--- src/rtl/xcvr_pll_pkg.sv ---
// xcvr_pll_pkg: shared channel state, CNT_SEL width and qualify-counter sizing
package xcvr_pll_pkg;
    typedef enum logic [1:0] {IDLE, WAIT, QUAL, LOCKED} chan_state_e;
    localparam int CNT_SEL_W = 3;
    localparam int MAX_PLL = 1 << CNT_SEL_W;
    function automatic int qual_w(input int n);
        return (n > 2) ? $clog2(n) : 1;
    endfunction
endpackage

--- src/rtl/xcvr_pll_lock_chan.sv ---
// xcvr_pll_lock_chan: one PLL's synchroniser, lock-qualify FSM and loss-of-lock statistics; WAIT timeout under PLL_LOCK_TIMEOUT_EN
module xcvr_pll_lock_chan
    import xcvr_pll_pkg::*;
#(
    parameter int LOCK_STABLE_CYCLES = 1024,
    parameter int CNT_W = 16,
    parameter int TIMEOUT_CYCLES = 65536
) (
    input  logic             clk,
    input  logic             rst,
    input  logic             pll_lock,
    input  logic             enable,
    input  logic             clr,
    output logic             lane_reset,
    output logic             is_locked,
    output logic             lol_flag,
    output logic [CNT_W-1:0] lol_cnt,
    output logic             stuck
);
    localparam int QW = qual_w(LOCK_STABLE_CYCLES);
    localparam logic [QW-1:0] QMAX = QW'(LOCK_STABLE_CYCLES - 2);
    localparam logic [CNT_W-1:0] CMAX = {CNT_W{1'b1}};

    if (LOCK_STABLE_CYCLES < 2) begin : g_bad_stable
        $error("LOCK_STABLE_CYCLES must be at least 2");
    end

    logic [1:0] sync;
    logic lock_s, lol_ev;
    chan_state_e state, state_n;
    logic [QW-1:0] qcnt, qcnt_n;

    assign lock_s = sync[1];
    assign is_locked = state == LOCKED;

    // Next state: enable dominates; a drop while LOCKED is the only LOL source
    always_comb begin
        state_n = state;
        qcnt_n = '0;
        lol_ev = 1'b0;
        if (!enable) state_n = IDLE;
        else case (state)
            IDLE: state_n = WAIT;
            WAIT: state_n = lock_s ? QUAL : WAIT;
            QUAL: begin
                state_n = !lock_s ? WAIT : (qcnt == QMAX) ? LOCKED : QUAL;
                qcnt_n = (lock_s && qcnt != QMAX) ? qcnt + QW'(1) : '0;
            end
            LOCKED: begin
                state_n = lock_s ? LOCKED : WAIT;
                lol_ev = !lock_s;
            end
            default: state_n = IDLE;
        endcase
    end

    // Synchroniser, state, qualify counter, lane reset from next state, sticky flag and saturating count
    always_ff @(posedge clk or posedge rst) begin
        if (rst) begin
            sync <= '0;
            state <= IDLE;
            qcnt <= '0;
            lane_reset <= 1'b1;
            lol_flag <= 1'b0;
            lol_cnt <= '0;
        end else begin
            sync <= {sync[0], pll_lock};
            state <= state_n;
            qcnt <= qcnt_n;
            lane_reset <= state_n != LOCKED;
            lol_flag <= lol_ev | (lol_flag & ~clr);
            lol_cnt <= clr ? CNT_W'(lol_ev) : (lol_ev && lol_cnt != CMAX) ? lol_cnt + CNT_W'(1) : lol_cnt;
        end
    end

`ifdef PLL_LOCK_TIMEOUT_EN
    localparam int TW = $clog2(TIMEOUT_CYCLES + 1);
    logic [TW-1:0] wcnt;

    // WAIT dwell counter saturates so STUCK is raised once per WAIT visit
    always_ff @(posedge clk or posedge rst) begin
        if (rst) begin
            wcnt <= '0;
            stuck <= 1'b0;
        end else begin
            wcnt <= (state != WAIT) ? '0 : (wcnt == TW'(TIMEOUT_CYCLES)) ? wcnt : wcnt + TW'(1);
            stuck <= (state == WAIT && wcnt == TW'(TIMEOUT_CYCLES - 1)) | (stuck & ~clr);
        end
    end
`else
    if (TIMEOUT_CYCLES < 1) begin : g_bad_timeout
        $error("TIMEOUT_CYCLES must be at least 1");
    end
    assign stuck = 1'b0;
`endif
endmodule

--- src/rtl/xcvr_pll_lock_mgr.sv ---
// xcvr_pll_lock_mgr: N-channel TX PLL lock manager with all-locked status and LOL counter readout; STUCK timeout under PLL_LOCK_TIMEOUT_EN
module xcvr_pll_lock_mgr
    import xcvr_pll_pkg::*;
#(
    parameter int N_PLL = 2,
    parameter int LOCK_STABLE_CYCLES = 1024,
    parameter int CNT_W = 16,
    parameter int TIMEOUT_CYCLES = 65536
) (
    input  logic                 CLK,
    input  logic                 RESET,
    input  logic [N_PLL-1:0]     PLL_LOCK,
    input  logic [N_PLL-1:0]     PLL_ENABLE,
    input  logic                 CLR,
    input  logic [CNT_SEL_W-1:0] CNT_SEL,
    output logic [N_PLL-1:0]     LANE_RESET,
    output logic                 ALL_LOCKED,
    output logic [N_PLL-1:0]     LOL_FLAG,
    output logic [CNT_W-1:0]     LOL_COUNT,
    output logic [N_PLL-1:0]     STUCK
);
    if (N_PLL < 1 || N_PLL > MAX_PLL) begin : g_bad_n
        $error("N_PLL must be in 1..8");
    end

    logic [N_PLL-1:0] locked;
    logic [CNT_W-1:0] cnt [MAX_PLL];

    for (genvar g = 0; g < MAX_PLL; g++) begin : g_chan
        if (g < N_PLL) begin : g_on
            xcvr_pll_lock_chan #(
                .LOCK_STABLE_CYCLES(LOCK_STABLE_CYCLES),
                .CNT_W(CNT_W),
                .TIMEOUT_CYCLES(TIMEOUT_CYCLES)
            ) u_chan (
                .clk(CLK),
                .rst(RESET),
                .pll_lock(PLL_LOCK[g]),
                .enable(PLL_ENABLE[g]),
                .clr(CLR),
                .lane_reset(LANE_RESET[g]),
                .is_locked(locked[g]),
                .lol_flag(LOL_FLAG[g]),
                .lol_cnt(cnt[g]),
                .stuck(STUCK[g])
            );
        end else begin : g_off
            assign cnt[g] = '0;
        end
    end

    // Aggregate lock over enabled channels and registered counter readout; unused selects read 0
    always_ff @(posedge CLK or posedge RESET) begin
        if (RESET) begin
            ALL_LOCKED <= 1'b0;
            LOL_COUNT <= '0;
        end else begin
            ALL_LOCKED <= |PLL_ENABLE && &(locked | ~PLL_ENABLE);
            LOL_COUNT <= cnt[CNT_SEL];
        end
    end
endmodule

--- config.mk ---
export PLATFORM = sky130hd
export DESIGN_NAME = xcvr_pll_lock_mgr
export DESIGN_NICKNAME = d
export VERILOG_FILES = /design/src/rtl/xcvr_pll_pkg.sv /design/src/rtl/xcvr_pll_lock_chan.sv /design/src/rtl/xcvr_pll_lock_mgr.sv
export SDC_FILE = /design/constraint.sdc
export NUM_CORES = 1
export LEC_CHECK = 0
export BUFFER_PORTS_ARGS = -buffer_cell sky130_fd_sc_hd__buf_2
export CORE_MARGIN = 3
export CORE_UTILIZATION = 35
export DETAILED_ROUTE_END_ITERATION = 12
export PLACE_DENSITY_LB_ADDON = 0.2
export RECOVER_POWER = 50
export SLEW_MARGIN = 10
export SYNTH_ARGS = -nofsm -noshare
export SYNTH_HDL_FRONTEND = slang
export SYNTH_HIERARCHICAL = 1
export SYNTH_SLANG_ARGS = --single-unit
--- constraint.sdc ---
create_clock -name CLK -period 2.2 [get_ports CLK]
set_input_delay 0.44 -clock CLK [delete_from_list [all_inputs] [get_ports CLK]]
set_output_delay 0.44 -clock CLK [all_outputs]
set_load 0.005 [all_outputs]
==> summary.md <==
| Metric | Value |
|---|---|
| Unrepaired setup endpoints after global routing | no |
| Clock skew | ~0.0083 ns |
| Post-synth top area cell | dfrtp_1 |
| Post-route ant nets | 0 |
| Vias per std cell | around 5.3 |
| Clock transition at path regs | around 0.080 ns |
| Site Rows | 38 |
| Async S/R FF share, synth | 100% |
| GPL Wtd Cong | roughly 0.79 |
| Number of synthesized flops with an enable pin | 0 |
| Max frequency | 0.510 GHz |
| Depth of the most critical reg-to-reg path | 6 |
| Met2 routed WL | roughly 3.6 mm |
| Die Span Y | around 110 µm |
| Slowest stage delay, CP | 0.50 ns |
| First-pass GRT wire length | 14.4 mm |
| Fin. Hold Viols | 0 |
| Combinational group share of total power | around 4% |
| Critical path cell sequence | ha_1 -> and4_1 -> nor3b_1 -> buf_4 -> or4_1 -> a21oi_1 |
| Max Root-Sink Buffers | 2 |
| Synth cell types | 50 |
| CP arrival | 2.23 ns |
| Drt drc | 0 |
| Hold Path Class | in -> async |
| Number of nets in the layout | approximately 430 |
| Root Buffer | clkbuf_8 |
| Die width | between 100 and 150 µm |
| Detailed router's first-iteration violation count | between 100 and 150 |
| Total GRT Usage | between 10% and 20% |
| Hold_ws | 0.193 ns |
| Crit path buf inv count | 1 |
| Sequential share of the synthesized area | 51.6% |
| YS warnings | 6 |
| Ports | 33 |
| CP max FO | 7 |
| Commonest register cell after synthesis | dfrtp_1 |
| Compound-Gate Fraction of Synth Area | 11.4% |
| Result of the run | complete, but fails checks |
| Largest net degree at the start of global routing | 33 |
| Filler Cells Inserted | 1068 |
| Leakage dissipation | approximately 1.9 nW |
| Global route overflow | 0 |
| Cts repair resizes | 0 |
| Design area | ~4400 µm² |
| Synth Area in Simple Gates | a little under a quarter |
| CTS tree | yes |
| Highest routing layer actually used | met4 |
| Number of global-route vias before repair | 2860 |
| Worst setup EP type | flop |
| H-tree depth | 3 |
| Synthesized flop and latch total | 81 |
| Pint | around 0.0019 W |
| Die ar. | about 13000 µm² |
| Net Sw Frac | approximately 25% |
| Commonest non-fill, non-tap cell in the layout | dfrtp_1 |
| Post-route clock period utilization | between 80% and 90% |
| Crit Path Class | reg -> reg |
| CP Depth | 6 |
| Total number of vias | around 2.9k |
| Min Tclk post-route | between 1.5 and 2 ns |
| Postcts setup bufs | 0 |
| Synthesized area per cell | a little over 10 µm² |
| Worst-margin pin slew | around 1.8 ns |
| Diodes inserted | 0 |
| # port buffers | 30 |
| Antenna violations before repair | 0 |
| Initial core utilization | a little over a third |
| Net Switching | between 0.0006 and 0.0007 W |
| Sequential power share | 58.7% |
| Inst Count DP | between 500 and 600 |
| XOR/XNOR Fraction of Synth Area | around 3.6% |
| Post-synthesis cell area | a little under 4000 µm² |
| Latest clock arrival within the worst-skew pair | 0.34 ns |
| Net Count, Synth | just under 400 |
| Maximum capacitance violations | 2 |
| Layout cells sized above 1 | a little over an eighth |
| Synth top area share | 50.3% |
| Most frequent cells in the layout | dfrtp_1, nor2_1, buf_2 |
| Critical Path RT | 2.47 ns |
| Wire per inst | 14.7 µm |
| TritonCTS Buffers | 9 |
| Violated checks | max-capacitance violations, max-slew violations |
| Max Slew Vio Count | 66 |
| Hpwl dp | approximately 5.8 mm |
| Pwr Density | 589 nW/µm² |
| Slew HR | -18.3% |
| Core area | 10900 µm² |
| # setup viols final | 0 |
| Detail Route met3 WL | 410 µm |
| Post-CTS Hold Fix Bufs | 0 |
| Final instance count without filler cells | 560 |
| Slowest CP cell | or4_1 |
| Largest family of logic cells by synthesized area | simple AND/OR/NAND/NOR gates |
| Worst VDD drop | a little under 300 µV |
| Critical Path Source Type | flop |
| Clock share of power | 37.4% |
| Cells after Synth | 382 |
| DRT Wirelength | between 8 and 9 mm |
| Layout area overhead | 11.6% |
| Cell family with most CP delay | simple AND/OR/NAND/NOR gates |
| Adder-cell area share of the yosys netlist | 1.91% |
| TritonRoute pass-1 iters | 4 |
| Area after DPL | roughly 4200 µm² |
| Clk sinks | around 80 |
| Top cells by area, synth | dfrtp_1, mux2i_1, nor2_1 |
| Post-synthesis mux area share | under 10% |
| DRT met1 WL | approximately 4.2 mm |
| Setup_tns | 0 ns |
power groups by stage:
stage / Clock [W] / Combinational, W / Sequential [W]
2_1_floorplan: 0 / 0.0000743 / 0.00154
3_3_place_gp: 0 / 0.000105 / 0.00154
3_5_place_dp: 0 / 0.000106 / 0.00154
4_1_cts: 0.00101 / 0.000106 / 0.00151
5_1_grt: 0.00107 / 0.000116 / 0.00152
6_report: 0.000964 / 0.000102 / 0.00151
path summary, 6_finish.rpt:
kind,to,slack (ns),start
min in group CLK,g_chan[1].g_on.u_chan/sync[0],0.20,PLL_LOCK[1]
setup / recovery,g_chan[0].g_on.u_chan/lol_cnt[13],0.24,g_chan[0].g_on.u_chan/lol_cnt[0]
hold reg to reg,g_chan[1].g_on.u_chan/sync[1],0.35,g_chan[1].g_on.u_chan/sync[0]
hold / removal,ALL_LOCKED,0.19,RESET
max in group asynchronous,g_chan[0].g_on.u_chan/lol_cnt[7],0.45,RESET
setup reg to reg,g_chan[0].g_on.u_chan/lol_cnt[13],0.24,g_chan[0].g_on.u_chan/lol_cnt[0]
flip-flops by register name, summed over array words and instances (netlist names):
name	flops
LOL_COUNT	16
g_chan.g_on.u_chan/lane_reset	2
g_chan.g_on.u_chan/lol_flag	2
ALL_LOCKED	1
g_chan.g_on.u_chan/qcnt	20
g_chan.g_on.u_chan/sync	4
g_chan.g_on.u_chan/state	4
g_chan.g_on.u_chan/lol_cnt	32
area by class of cell:
cell class | count | area, µm² | share of cell area, %
clock inverter | 6 | 43.8 | 0.999
clock buffer | 10 | 128 | 2.91
timing repair buffer | 37 | 205 | 4.68
sequential | 81 | 2030 | 46.3
inverter | 12 | 45.0 | 1.03
tap | 140 | 175 | 4.00
multi-input combinational | 274 | 1760 | 40.1
cells in the mapped netlist (all sizes together) (3+ instances only):
library cell,n
dfrtp,79
nor2,42
a21oi,25
nand2,21
mux2i,17
nand3,17
nand4,17
o21ai,17
inv,12
or3,12
or4,11
xor2,11
buf,10
o31ai,10
and4,9
ha,6
clkbuf,5
xnor2,5
a31oi,4
and3,4
nand3b,4
nor2b,4
nor3,4
nor4,4
and4b,3
nand4b,3
o2111ai,3
o41ai,3
metal layers:
metal | vias to the layer above | global-route usage (%)
li1 | 1475 | -
met1 | 1388 | 20.8
met2 | 81 | 19.8
met3 | 4 | 2.55
met4 | 0 | 5.21
met5 | - | 0
stage by stage:
stage                     setup WS, ns  total power [W]  utilization (%)
final                            0.239          0.00258             40.3
after global routing            0.0683          0.00271             40.3
after CTS                        0.243          0.00263             40.4
after detailed placement         0.252          0.00165             38.8
after global placement           0.279          0.00165             38.8
after floorplan                  0.446          0.00161                -
cell families after synthesis:
logic type,count (synthesis)
AO/OA/AOI/OAI,72
XOR/XNOR,16
adder cells (fa/ha/maj),6
buffers and inverters,27
flip-flops,81
multiplexers,18
other,2
AND/OR/NAND/NOR,160
worst reg2reg max path, stage by stage, from the launching register on:
cell and delay (ns):
dfrtp_1 0.43, ha_1 0.25, and4_1 0.25, nor3b_1 0.15, buf_4 0.16, or4_1 0.50, a21oi_1 0.16
Power figures use the tool's default switching activity.
